--- src/rtl/health_alarm_pkg.sv ---
// Shared types and constants for the health alarm controller.
// State encoding, condition bit positions, alarm codes, priority encoder.
package health_alarm_pkg;

    typedef enum logic [1:0] {
        ST_IDLE     = 2'd0,
        ST_ALARM    = 2'd1,
        ST_COOLDOWN = 2'd2
    } state_t;

    localparam int COND_W  = 6;
    localparam int NUM_DEB = 5;
    localparam int DEB_W   = 4;

    localparam int BIT_GI    = 0;
    localparam int BIT_HIGH  = 1;
    localparam int BIT_LOW   = 2;
    localparam int BIT_BLOOD = 3;
    localparam int BIT_PRESS = 4;
    localparam int BIT_FALL  = 5;

    localparam logic [2:0] CODE_NONE  = 3'd0;
    localparam logic [2:0] CODE_FALL  = 3'd1;
    localparam logic [2:0] CODE_PRESS = 3'd2;
    localparam logic [2:0] CODE_BLOOD = 3'd3;
    localparam logic [2:0] CODE_LOW   = 3'd4;
    localparam logic [2:0] CODE_HIGH  = 3'd5;
    localparam logic [2:0] CODE_GI    = 3'd6;

    // Fall outranks everything; glycemic index is the least urgent.
    function automatic logic [2:0] encode_alarm(
        input logic [COND_W-1:0] p
    );
        logic [2:0] code;
        code = CODE_NONE;
        if (p[BIT_FALL])       code = CODE_FALL;
        else if (p[BIT_PRESS]) code = CODE_PRESS;
        else if (p[BIT_BLOOD]) code = CODE_BLOOD;
        else if (p[BIT_LOW])   code = CODE_LOW;
        else if (p[BIT_HIGH])  code = CODE_HIGH;
        else if (p[BIT_GI])    code = CODE_GI;
        return code;
    endfunction

endpackage

--- src/rtl/abnormality_debouncer.sv ---
// Per-condition debouncer: confirms after DEBOUNCE_CYCLES consecutive valid samples.
// Ports: clk, rst (sync, high), sampleValid, cond in; confirm out (combinational).
module abnormality_debouncer
    import health_alarm_pkg::*;
#(
    parameter int DEBOUNCE_CYCLES = 4
) (
    input  logic clk,
    input  logic rst,
    input  logic sampleValid,
    input  logic cond,
    output logic confirm
);

    localparam logic [DEB_W-1:0] SAT = DEB_W'(DEBOUNCE_CYCLES);

    logic [DEB_W-1:0] r_count;
    logic [DEB_W-1:0] w_next;

    always_comb begin
        w_next = '0;
        if (cond) begin
            w_next = (r_count == SAT) ? SAT : r_count + 1'b1;
        end
    end

    always_ff @(posedge clk) begin
        if (rst) begin
            r_count <= '0;
        end else if (sampleValid) begin
            r_count <= w_next;
        end
    end

    // Level-based: stays high every valid sample while the condition persists.
    assign confirm = sampleValid & cond & (w_next == SAT);

endmodule

--- src/rtl/health_alarm_controller.sv ---
// Debounces detector flags into a sticky pending set and drives a prioritised,
// acknowledged alarm with cooldown and a saturating alarm-event counter.
// Inputs : clk, rst, sampleValid, five abnormality flags, glycemicIndex[3:0], alarmAck.
// Outputs: alarmActive, alarmCode[2:0], alarmSources[5:0], eventCount[CNT_W-1:0].
module health_alarm_controller
    import health_alarm_pkg::*;
#(
    parameter int DEBOUNCE_CYCLES = 4,
    parameter int GI_HIGH         = 12,
    parameter int COOLDOWN_CYCLES = 8,
    parameter int CNT_W           = 8
) (
    input  logic             clk,
    input  logic             rst,
    input  logic             sampleValid,
    input  logic             presureAbnormality,
    input  logic             bloodAbnormality,
    input  logic             lowTempAbnormality,
    input  logic             highTempAbnormality,
    input  logic             fallDetected,
    input  logic [3:0]       glycemicIndex,
    input  logic             alarmAck,
    output logic             alarmActive,
    output logic [2:0]       alarmCode,
    output logic [5:0]       alarmSources,
    output logic [CNT_W-1:0] eventCount
);

    localparam int CD_W =
        (COOLDOWN_CYCLES > 1) ? $clog2(COOLDOWN_CYCLES) : 1;
    localparam logic [CD_W-1:0] CD_LOAD = CD_W'(COOLDOWN_CYCLES - 1);
    localparam logic [CNT_W-1:0] CNT_MAX = '1;

    logic [COND_W-1:0]  w_cond;
    logic [NUM_DEB-1:0] w_confirm;
    logic [COND_W-1:0]  w_set;
    logic [COND_W-1:0]  w_pending_next;
    logic               w_ack_take;

    state_t             r_state;
    logic [COND_W-1:0]  r_pending;
    logic [CD_W-1:0]    r_cooldown;
    logic [CNT_W-1:0]   r_events;

    assign w_cond[BIT_GI]    = (glycemicIndex >= 4'(GI_HIGH));
    assign w_cond[BIT_HIGH]  = highTempAbnormality;
    assign w_cond[BIT_LOW]   = lowTempAbnormality;
    assign w_cond[BIT_BLOOD] = bloodAbnormality;
    assign w_cond[BIT_PRESS] = presureAbnormality;
    assign w_cond[BIT_FALL]  = fallDetected;

    for (genvar g = 0; g < NUM_DEB; g++) begin : g_deb
        abnormality_debouncer #(
            .DEBOUNCE_CYCLES(DEBOUNCE_CYCLES)
        ) u_deb (
            .clk        (clk),
            .rst        (rst),
            .sampleValid(sampleValid),
            .cond       (w_cond[g]),
            .confirm    (w_confirm[g])
        );
    end

    // A fall is acted on immediately, without debouncing.
    assign w_set = {sampleValid & fallDetected, w_confirm};

    assign w_ack_take = (r_state == ST_ALARM) & alarmAck;

    // OR-ing the set after the clear makes a same-edge set survive the ack.
    assign w_pending_next = (w_ack_take ? '0 : r_pending) | w_set;

    always_ff @(posedge clk) begin
        if (rst) begin
            r_state    <= ST_IDLE;
            r_pending  <= '0;
            r_cooldown <= '0;
            r_events   <= '0;
        end else begin
            r_pending <= w_pending_next;
            unique case (r_state)
                ST_IDLE: begin
                    if (|r_pending) begin
                        r_state <= ST_ALARM;
                        if (r_events != CNT_MAX) begin
                            r_events <= r_events + 1'b1;
                        end
                    end
                end
                ST_ALARM: begin
                    if (alarmAck) begin
                        r_state    <= ST_COOLDOWN;
                        r_cooldown <= CD_LOAD;
                    end
                end
                ST_COOLDOWN: begin
                    if (r_cooldown == '0) begin
                        if (|r_pending) begin
                            r_state <= ST_ALARM;
                            if (r_events != CNT_MAX) begin
                                r_events <= r_events + 1'b1;
                            end
                        end else begin
                            r_state <= ST_IDLE;
                        end
                    end else begin
                        r_cooldown <= r_cooldown - 1'b1;
                    end
                end
                default: begin
                    r_state <= ST_IDLE;
                end
            endcase
        end
    end

    assign alarmActive  = (r_state == ST_ALARM);
    assign alarmSources = r_pending;
    assign alarmCode    = (r_state == ST_ALARM) ?
                          encode_alarm(r_pending) : CODE_NONE;
    assign eventCount   = r_events;

endmodule

--- config.mk ---
export PLATFORM = sky130hd
export DESIGN_NAME = health_alarm_controller
export DESIGN_NICKNAME = d
export VERILOG_FILES = /design/src/rtl/health_alarm_pkg.sv /design/src/rtl/abnormality_debouncer.sv /design/src/rtl/health_alarm_controller.sv
export SDC_FILE = /design/constraint.sdc
export NUM_CORES = 1
export LEC_CHECK = 0
export CAP_MARGIN = 20
export CORE_ASPECT_RATIO = 1.2
export CORE_MARGIN = 2
export CORE_UTILIZATION = 49
export DETAILED_ROUTE_END_ITERATION = 6
export HOLD_SLACK_MARGIN = 0.15
export PLACE_DENSITY = 0.76
export REMOVE_ABC_BUFFERS = 1
export SETUP_SLACK_MARGIN = 0.2
export SKIP_CTS_REPAIR_TIMING = 1
export SYNTH_ARGS = -nofsm -noshare
export SYNTH_HDL_FRONTEND = slang
export SYNTH_SLANG_ARGS = --single-unit
--- constraint.sdc ---
create_clock -name clk -period 1.9 [get_ports clk]
set_clock_uncertainty 0.1 [all_clocks]
set_input_delay 0.38 -clock clk [delete_from_list [all_inputs] [get_ports clk]]
set_output_delay 0.38 -clock clk [all_outputs]
set_load 0.05 [all_outputs]
==> results of run 1 <==
-- cell type report --
class | instances | area [um^2]
clock inverters | 2 | 35.03
well taps | 56 | 70.07
multi-input cells | 187 | 1384
repair buffers | 57 | 526.8
fillers | 315 | 1212
inverters | 23 | 86.33
flip-flops and latches | 39 | 799.5
clock buffers | 6 | 82.58
-- stage by stage --
step / setup WS [ns] / hold WS [ns] / instance area (um^2) / instances
2_1_floorplan: -1.519 / 0.3316 / 2078 / 249
3_3_place_gp: -0.08618 / 0.3844 / 2599 / 355
3_5_place_dp: -0.1307 / 0.3914 / 2599 / 355
4_1_cts: -0.2136 / 0.4017 / 2716 / 363
5_1_grt: -0.08859 / 0.4027 / 2984 / 370
6_report: -0.04366 / 0.3839 / 2984 / 370
-- per-layer routing --
layer  routed length, um  vias to the layer above  global-route usage, %
met2                2550                       31                  33.96
met1                2132                      961                  22.86
met3                 186                        4                  5.465
met5                   0                        -                      0
li1                    -                     1026                      -
met4                  45                        0                  6.087
-- how the worst max path moves through the flow --
stage / start / end / cells past startpoint
2_1_floorplan: r_state[0] / alarmCode[2] / 3
3_3_place_gp: bloodAbnormality / alarmSources[3] / 5
3_5_place_dp: bloodAbnormality / alarmSources[3] / 5
4_1_cts: r_state[0] / alarmCode[2] / 5
5_1_grt: r_cooldown[1] / eventCount[5] / 8
6_report: r_cooldown[1] / eventCount[5] / 8
-- critical path: stages (launching register included) --
cell and delay (ns):
dfxtp_2 0.33, inv_2 0.06, ha_4 0.13, ha_4 0.13, inv_2 0.03, a221o_2 0.41
buf_4 0.17, nor4_4 0.15, mux2_4 0.32
-- registers in the layout (all words and copies together) (netlist names) --
register and cells:
g_deb.u_deb.r_count 20, eventCount 8, r_cooldown 3, r_state 2
alarmSources 6
-- Yosys cell counts (5+ instances only) --
library cell   n  area (um^2)
dfxtp_1       39        780.8
a21oi_1       23        115.1
inv_1         23        86.33
nand2b_1      21        131.4
nor2_1        21        78.83
nand3_1       17        85.08
ha_1          13        162.7
a31oi_1       11        68.82
nand2_1       10        37.54
o21ai_0       10        50.05
clkbuf_1       8        30.03
mux2i_1        8        80.08
nor2b_1        5        31.28
-- logic make-up (layout without fill, tap and decap cells) --
logic type	after synthesis	in the layout	share of synthesized area [%]
mux	12	12	5.907
simple gates	98	98	24.81
fa+ha+maj	13	13	7.679
flops	39	39	36.86
xor+xnor	1	1	0.4135
compound gates	63	63	18.37
buf+inv	33	88	5.966
-- power by group through the flow --
stage          combinational [uW]  clock, uW  sequential, uW
2_1_floorplan                89.0          0             880
5_1_grt                       276        772             852
4_1_cts                       216        734             850
3_3_place_gp                  211          0             868
3_5_place_dp                  215          0             869
6_report                      253        720             850
==> results by group, run 1 <==
Routing
  • Initial DRC count: 127
  • Vias: 2022
  • Vias per cell: around 5.5
  • ANT nets after route: 0
  • DR DRC count: 0
  • Total wire length: about 5 mm
  • DR pass1 iterations: 4
  • WL per Instance: 13.28 um

Die
  • Die width: 64.02 um
  • Core ar.: 4197 um^2
  • Initial Utilization: slightly above 50%
  • Die Ht: 76.03 um
  • IO Count: 31
  • Row cnt: 26
  • DIE AREA: 4867 um^2

Final layout
  • Most common cell after layout, fill and taps aside: buf_4
  • Area delta synth->final: 40.87%
  • Final core occ: 71.11%
  • Ant diodes: 0
  • Most frequent cells in the layout: 38 x buf_4, 28 x dfxtp_1, 20 x nand2b_1
  • Nets@finish: 339
  • Share of layout cells above drive strength 1: 32.48%

Timing
  • Min Tclk post-route: 1.944 ns
  • Relative slew slack: 73.36%
  • Tightest Pin Transition: between 0.3 and 0.4 ns
  • Final Slew Violations: 0
  • Post-route setup slack: -0.04366 ns
  • RSZ-0062 raised after global routing: true
  • Final count of hold timing violations: 0
  • Setup TNS Final: -0.1162 ns
  • Final period utilization: 102.3%
  • Final setup fails: 4
  • Fmax: 514.5 MHz

Yosys
  • YS warnings: 0
  • Synth Instances: roughly 260
  • FF+latch count, synth: 39
  • Synth cell types: 39
  • Sequential-to-total area share from yosys stat: 36.86%
  • Post-synth EDFFs: 0
  • Synth Cell Area: approximately 2100 um^2
  • Async SR Flop Fraction: 0%
  • Avg Cell Area, Syn: 8.179 um^2
  • Synth Flop Type: dfxtp_1

Placed design
  • HPWL Detailed: 3.403 mm
  • RD Place Congestion: 0.8106
  • IO Port Bufs: 28

Clock network
  • Clk slew on worst S/H paths: 0.08 ns
  • Clk buf depth: 2
  • Worst-Skew Late Latency: 0.30 ns
  • CTS Buf Count: 5
  • CTS tree: built
  • Clock sink count: 39
  • H-tree depth: 2
  • Clock Tree Root: clkbuf_8

Worst setup path
  • FF-to-FF End: eventCount[5]
  • RR Startpoint: r_cooldown[1]
  • CP Capture Type: flop
  • Crit Path Max Fanout: 5
  • R2r worst-path depth: 8
  • Reg2reg setup slack: -0.04 ns
  • Crit Path Class: flop to flop
  • Worst endpoint data arrival time: ~2 ns
  • Worst Path Required: 1.99 ns
  • Startpoint types: flop

Flow run
  • Max-Cap Viols: 0

Power and ir drop
  • Comb power frac: between 10 and 15%
  • Leakage: 0.001152 uW
  • Max VDD drop: 0.0004434 V
  • Pint: roughly 1400 uW
  • Clock power frac: 39.5%
  • P per Cell Area: roughly 600 nW/um^2
  • P_sw: 444.4 uW
  • Total chip power: 1823 uW
  • Switching share of power: approximately a quarter
  • Sequential Power Share: 46.6%

Hold path
  • Hold Crit Endpoint: g_deb[2].u_deb.r_count[1]
  • Hold Crit Depth: 2
  • Hold Path Class: flop to flop
  • Hold path start: g_deb[2].u_deb.r_count[1]

Global route
  • Largest net degree at the start of global routing: 19
  • Gr usage total: 19.52%
  • GR Overflow Total: 0
  • First-pass GRT wire length: 7.741 mm
  • Vias in the first global route: 1804
  • Antenna violations before repair: 0

Run status
  • Outcome: finished, violations left
  • Failing checks: negative setup slack
No activity file was read; power rests on OpenSTA's default activity.
==> inputs of run 2 (changes only) <==
- MAX_ROUTING_LAYER: not set -> met4
==> results by group, run 2 (synthesis results as in run 1) <==
Run status
  • Outcome: finished, violations left
  • Failing checks: negative setup slack

Worst setup path
  • R2r worst-path depth: 8 (unchanged)
  • Worst endpoint data arrival time: 2.03 ns (about the same)
  • Crit Path Class: flop to flop
  • CP Capture Type: flop
  • RR Startpoint: r_cooldown[1]
  • Setup crit start: r_cooldown[1]
  • Crit Path Max Fanout: 5 (unchanged)
  • Startpoint types: flop
  • Setup crit end: eventCount[5]
  • Worst Path Required: 1.99 ns (about the same)
  • Reg2reg setup slack: -0.04 ns (about the same)
  • FF-to-FF End: eventCount[5]

Final layout
  • Largest Register: g_deb.u_deb.r_count
  • Share of layout cells above drive strength 1: 32.48% (unchanged)
  • Most frequent cells in the layout: 38 x buf_4, 28 x dfxtp_1, 20 x nand2b_1
  • Multi-input logic area: 1384 um^2 (unchanged)
  • Most common cell after layout, fill and taps aside: buf_4
  • Ant diodes: 0 (unchanged)
  • Final instance area: 2984 um^2 (unchanged)
  • Area delta synth->final: 40.87% (unchanged)
  • Fill cells: 315 (unchanged)
  • Largest register FFs: 20 (unchanged)
  • Register area: 799.5 um^2 (unchanged)
  • Nets@finish: 339 (unchanged)

Routing
  • DR WL met3: 160 um (-14%)
  • Vias: 2017 (-0.25%)
  • Total wire length: 4.904 mm (-0.20%)
  • DR pass1 iterations: 4 (unchanged)
  • Top sig layer: met4
  • Initial DRC count: 132 (+3.9%)
  • Routed met2 length: 2.542 mm (-0.31%)
  • ANT nets after route: 0 (unchanged)
  • Met1 wire length: 2.148 mm (+0.75%)
  • Vias per cell: 5.451 (-0.25%)
  • DR DRC count: 0 (unchanged)
  • WL per Instance: 13.25 um (-0.20%)

Clock network
  • CTS Buf Count: 5 (unchanged)
  • Clk buf depth: 2 (unchanged)
  • CTS tree: built
  • Clock Tree Root: clkbuf_8
  • Clk slew on worst S/H paths: 0.08 ns (about the same)
  • Clock sink count: 39 (unchanged)
  • H-tree depth: 2 (unchanged)
  • Worst-Skew Late Latency: 0.29 ns (about the same)

Die
  • Initial Utilization: 50.48% (unchanged)
  • DIE AREA: 4867 um^2 (unchanged)
  • Die Ht: 76.03 um (unchanged)
  • IO Count: 31 (unchanged)
  • Row cnt: 26 (unchanged)
  • Core ar.: 4197 um^2 (unchanged)
  • Die width: 64.02 um (unchanged)

Timing
  • Final Slew Violations: 0 (unchanged)
  • Final setup fails: 3 (-1)
  • Fmax: 515.7 MHz (+0.22%)
  • Post-route setup slack: -0.03930 ns (+0.004355 ns)
  • Min Tclk post-route: 1.939 ns (-0.004355 ns)
  • Final period utilization: 102.1% (-0.23 points)
  • Hold slack: 0.3840 ns (+0.0001100 ns)
  • Relative slew slack: 73.60% (+0.24 points)
  • RSZ-0062 raised after global routing: true
  • Tightest Pin Transition: 0.3961 ns (-0.003545 ns)
  • Final count of hold timing violations: 0 (unchanged)

Hold path
  • Hold Path Class: flop to flop

Flow run
  • Max-Cap Viols: 0 (unchanged)

Power and ir drop
  • Max VDD drop: 0.0004434 V (about the same)
  • P per Cell Area: 610.2 nW/um^2 (-0.11%)
  • Leakage: 0.001152 uW (unchanged)

Global route
  • Gr usage total: 20.06% (+0.54 points)
  • Vias in the first global route: 1802 (-0.11%)
  • Antenna violations before repair: 0 (unchanged)
  • Largest net degree at the start of global routing: 19 (unchanged)
  • GR Overflow Total: 0 (unchanged)
  • First-pass GRT wire length: 7.748 mm (about the same)

Placed design
  • Placed Area: 2599 um^2 (unchanged)
  • IO Port Bufs: 28 (unchanged)
  • HPWL Detailed: 3.403 mm (unchanged)
  • RD Place Congestion: 0.8225 (+1.5%)
run 2: cell counts in the layout (fill, tap and decap cells not counted):
Identical to the previous run, type by type.
run 2: worst min-delay path by stage:
| stage | from | end | slack (ns) | cells after the start |
|---|---|---|---|---|
| after floorplan | r_cooldown[0] | r_cooldown[0] | 0.33 | 1 |
| after global placement | g_deb[0].u_deb.r_count[3] | g_deb[0].u_deb.r_count[3] | 0.38 | 2 |
| after detailed placement | g_deb[0].u_deb.r_count[3] | g_deb[0].u_deb.r_count[3] | 0.39 | 2 |
| after CTS | g_deb[0].u_deb.r_count[3] | g_deb[0].u_deb.r_count[3] | 0.40 | 2 |
| after global routing | g_deb[2].u_deb.r_count[0] | g_deb[2].u_deb.r_count[0] | 0.40 | 2 |
| final | g_deb[2].u_deb.r_count[1] | g_deb[2].u_deb.r_count[1] | 0.38 | 2 |
run 2: power by group:
part | internal (uW) | switching (uW) | total [uW] | leakage (uW)
clock network | 425 | 294 | 719 | 0.0000612
logic | 120 | 133 | 253 | 0.000770
registers | 833 | 16.1 | 850 | 0.000322
total | 1380 | 442 | 1820 | 0.00115
run 2: stage by stage:
step                      TNS [ns]  instances  total power [uW]  setup slack [ns]  util [%]
after global routing       -0.3398        370              1900          -0.08859     71.11
final                      -0.1021        370              1821          -0.03930     71.11
after global placement     -0.3151        355              1080          -0.08618     61.93
after CTS                  -0.7529        363              1800           -0.2136     64.73
after detailed placement   -0.5358        355              1084           -0.1307     61.93
after floorplan             -3.520        249             969.1            -1.519         -
run 2: layout make-up:
type,instances,area share [%]
clock buffers,6,2.767
clock inverters,2,1.174
inverters,23,2.893
multi-input cells,187,46.37
flip-flops and latches,39,26.79
well taps,56,2.348
repair buffers,57,17.65
run 2: metal layers:
metal | vias to the layer above | track usage (%)
met2 | 28 | 33.96
met4 | 0 | 6.087
met3 | 5 | 5.170
met1 | 960 | 23.05
met5 | - | -
li1 | 1024 | -
run 2: worst max-delay path: stages (launching register included):
cell and delay (ns):
dfxtp_2 0.33, inv_2 0.06, ha_4 0.13, ha_4 0.13
inv_2 0.03, a221o_2 0.41, buf_4 0.17, nor4_4 0.15
mux2_4 0.32
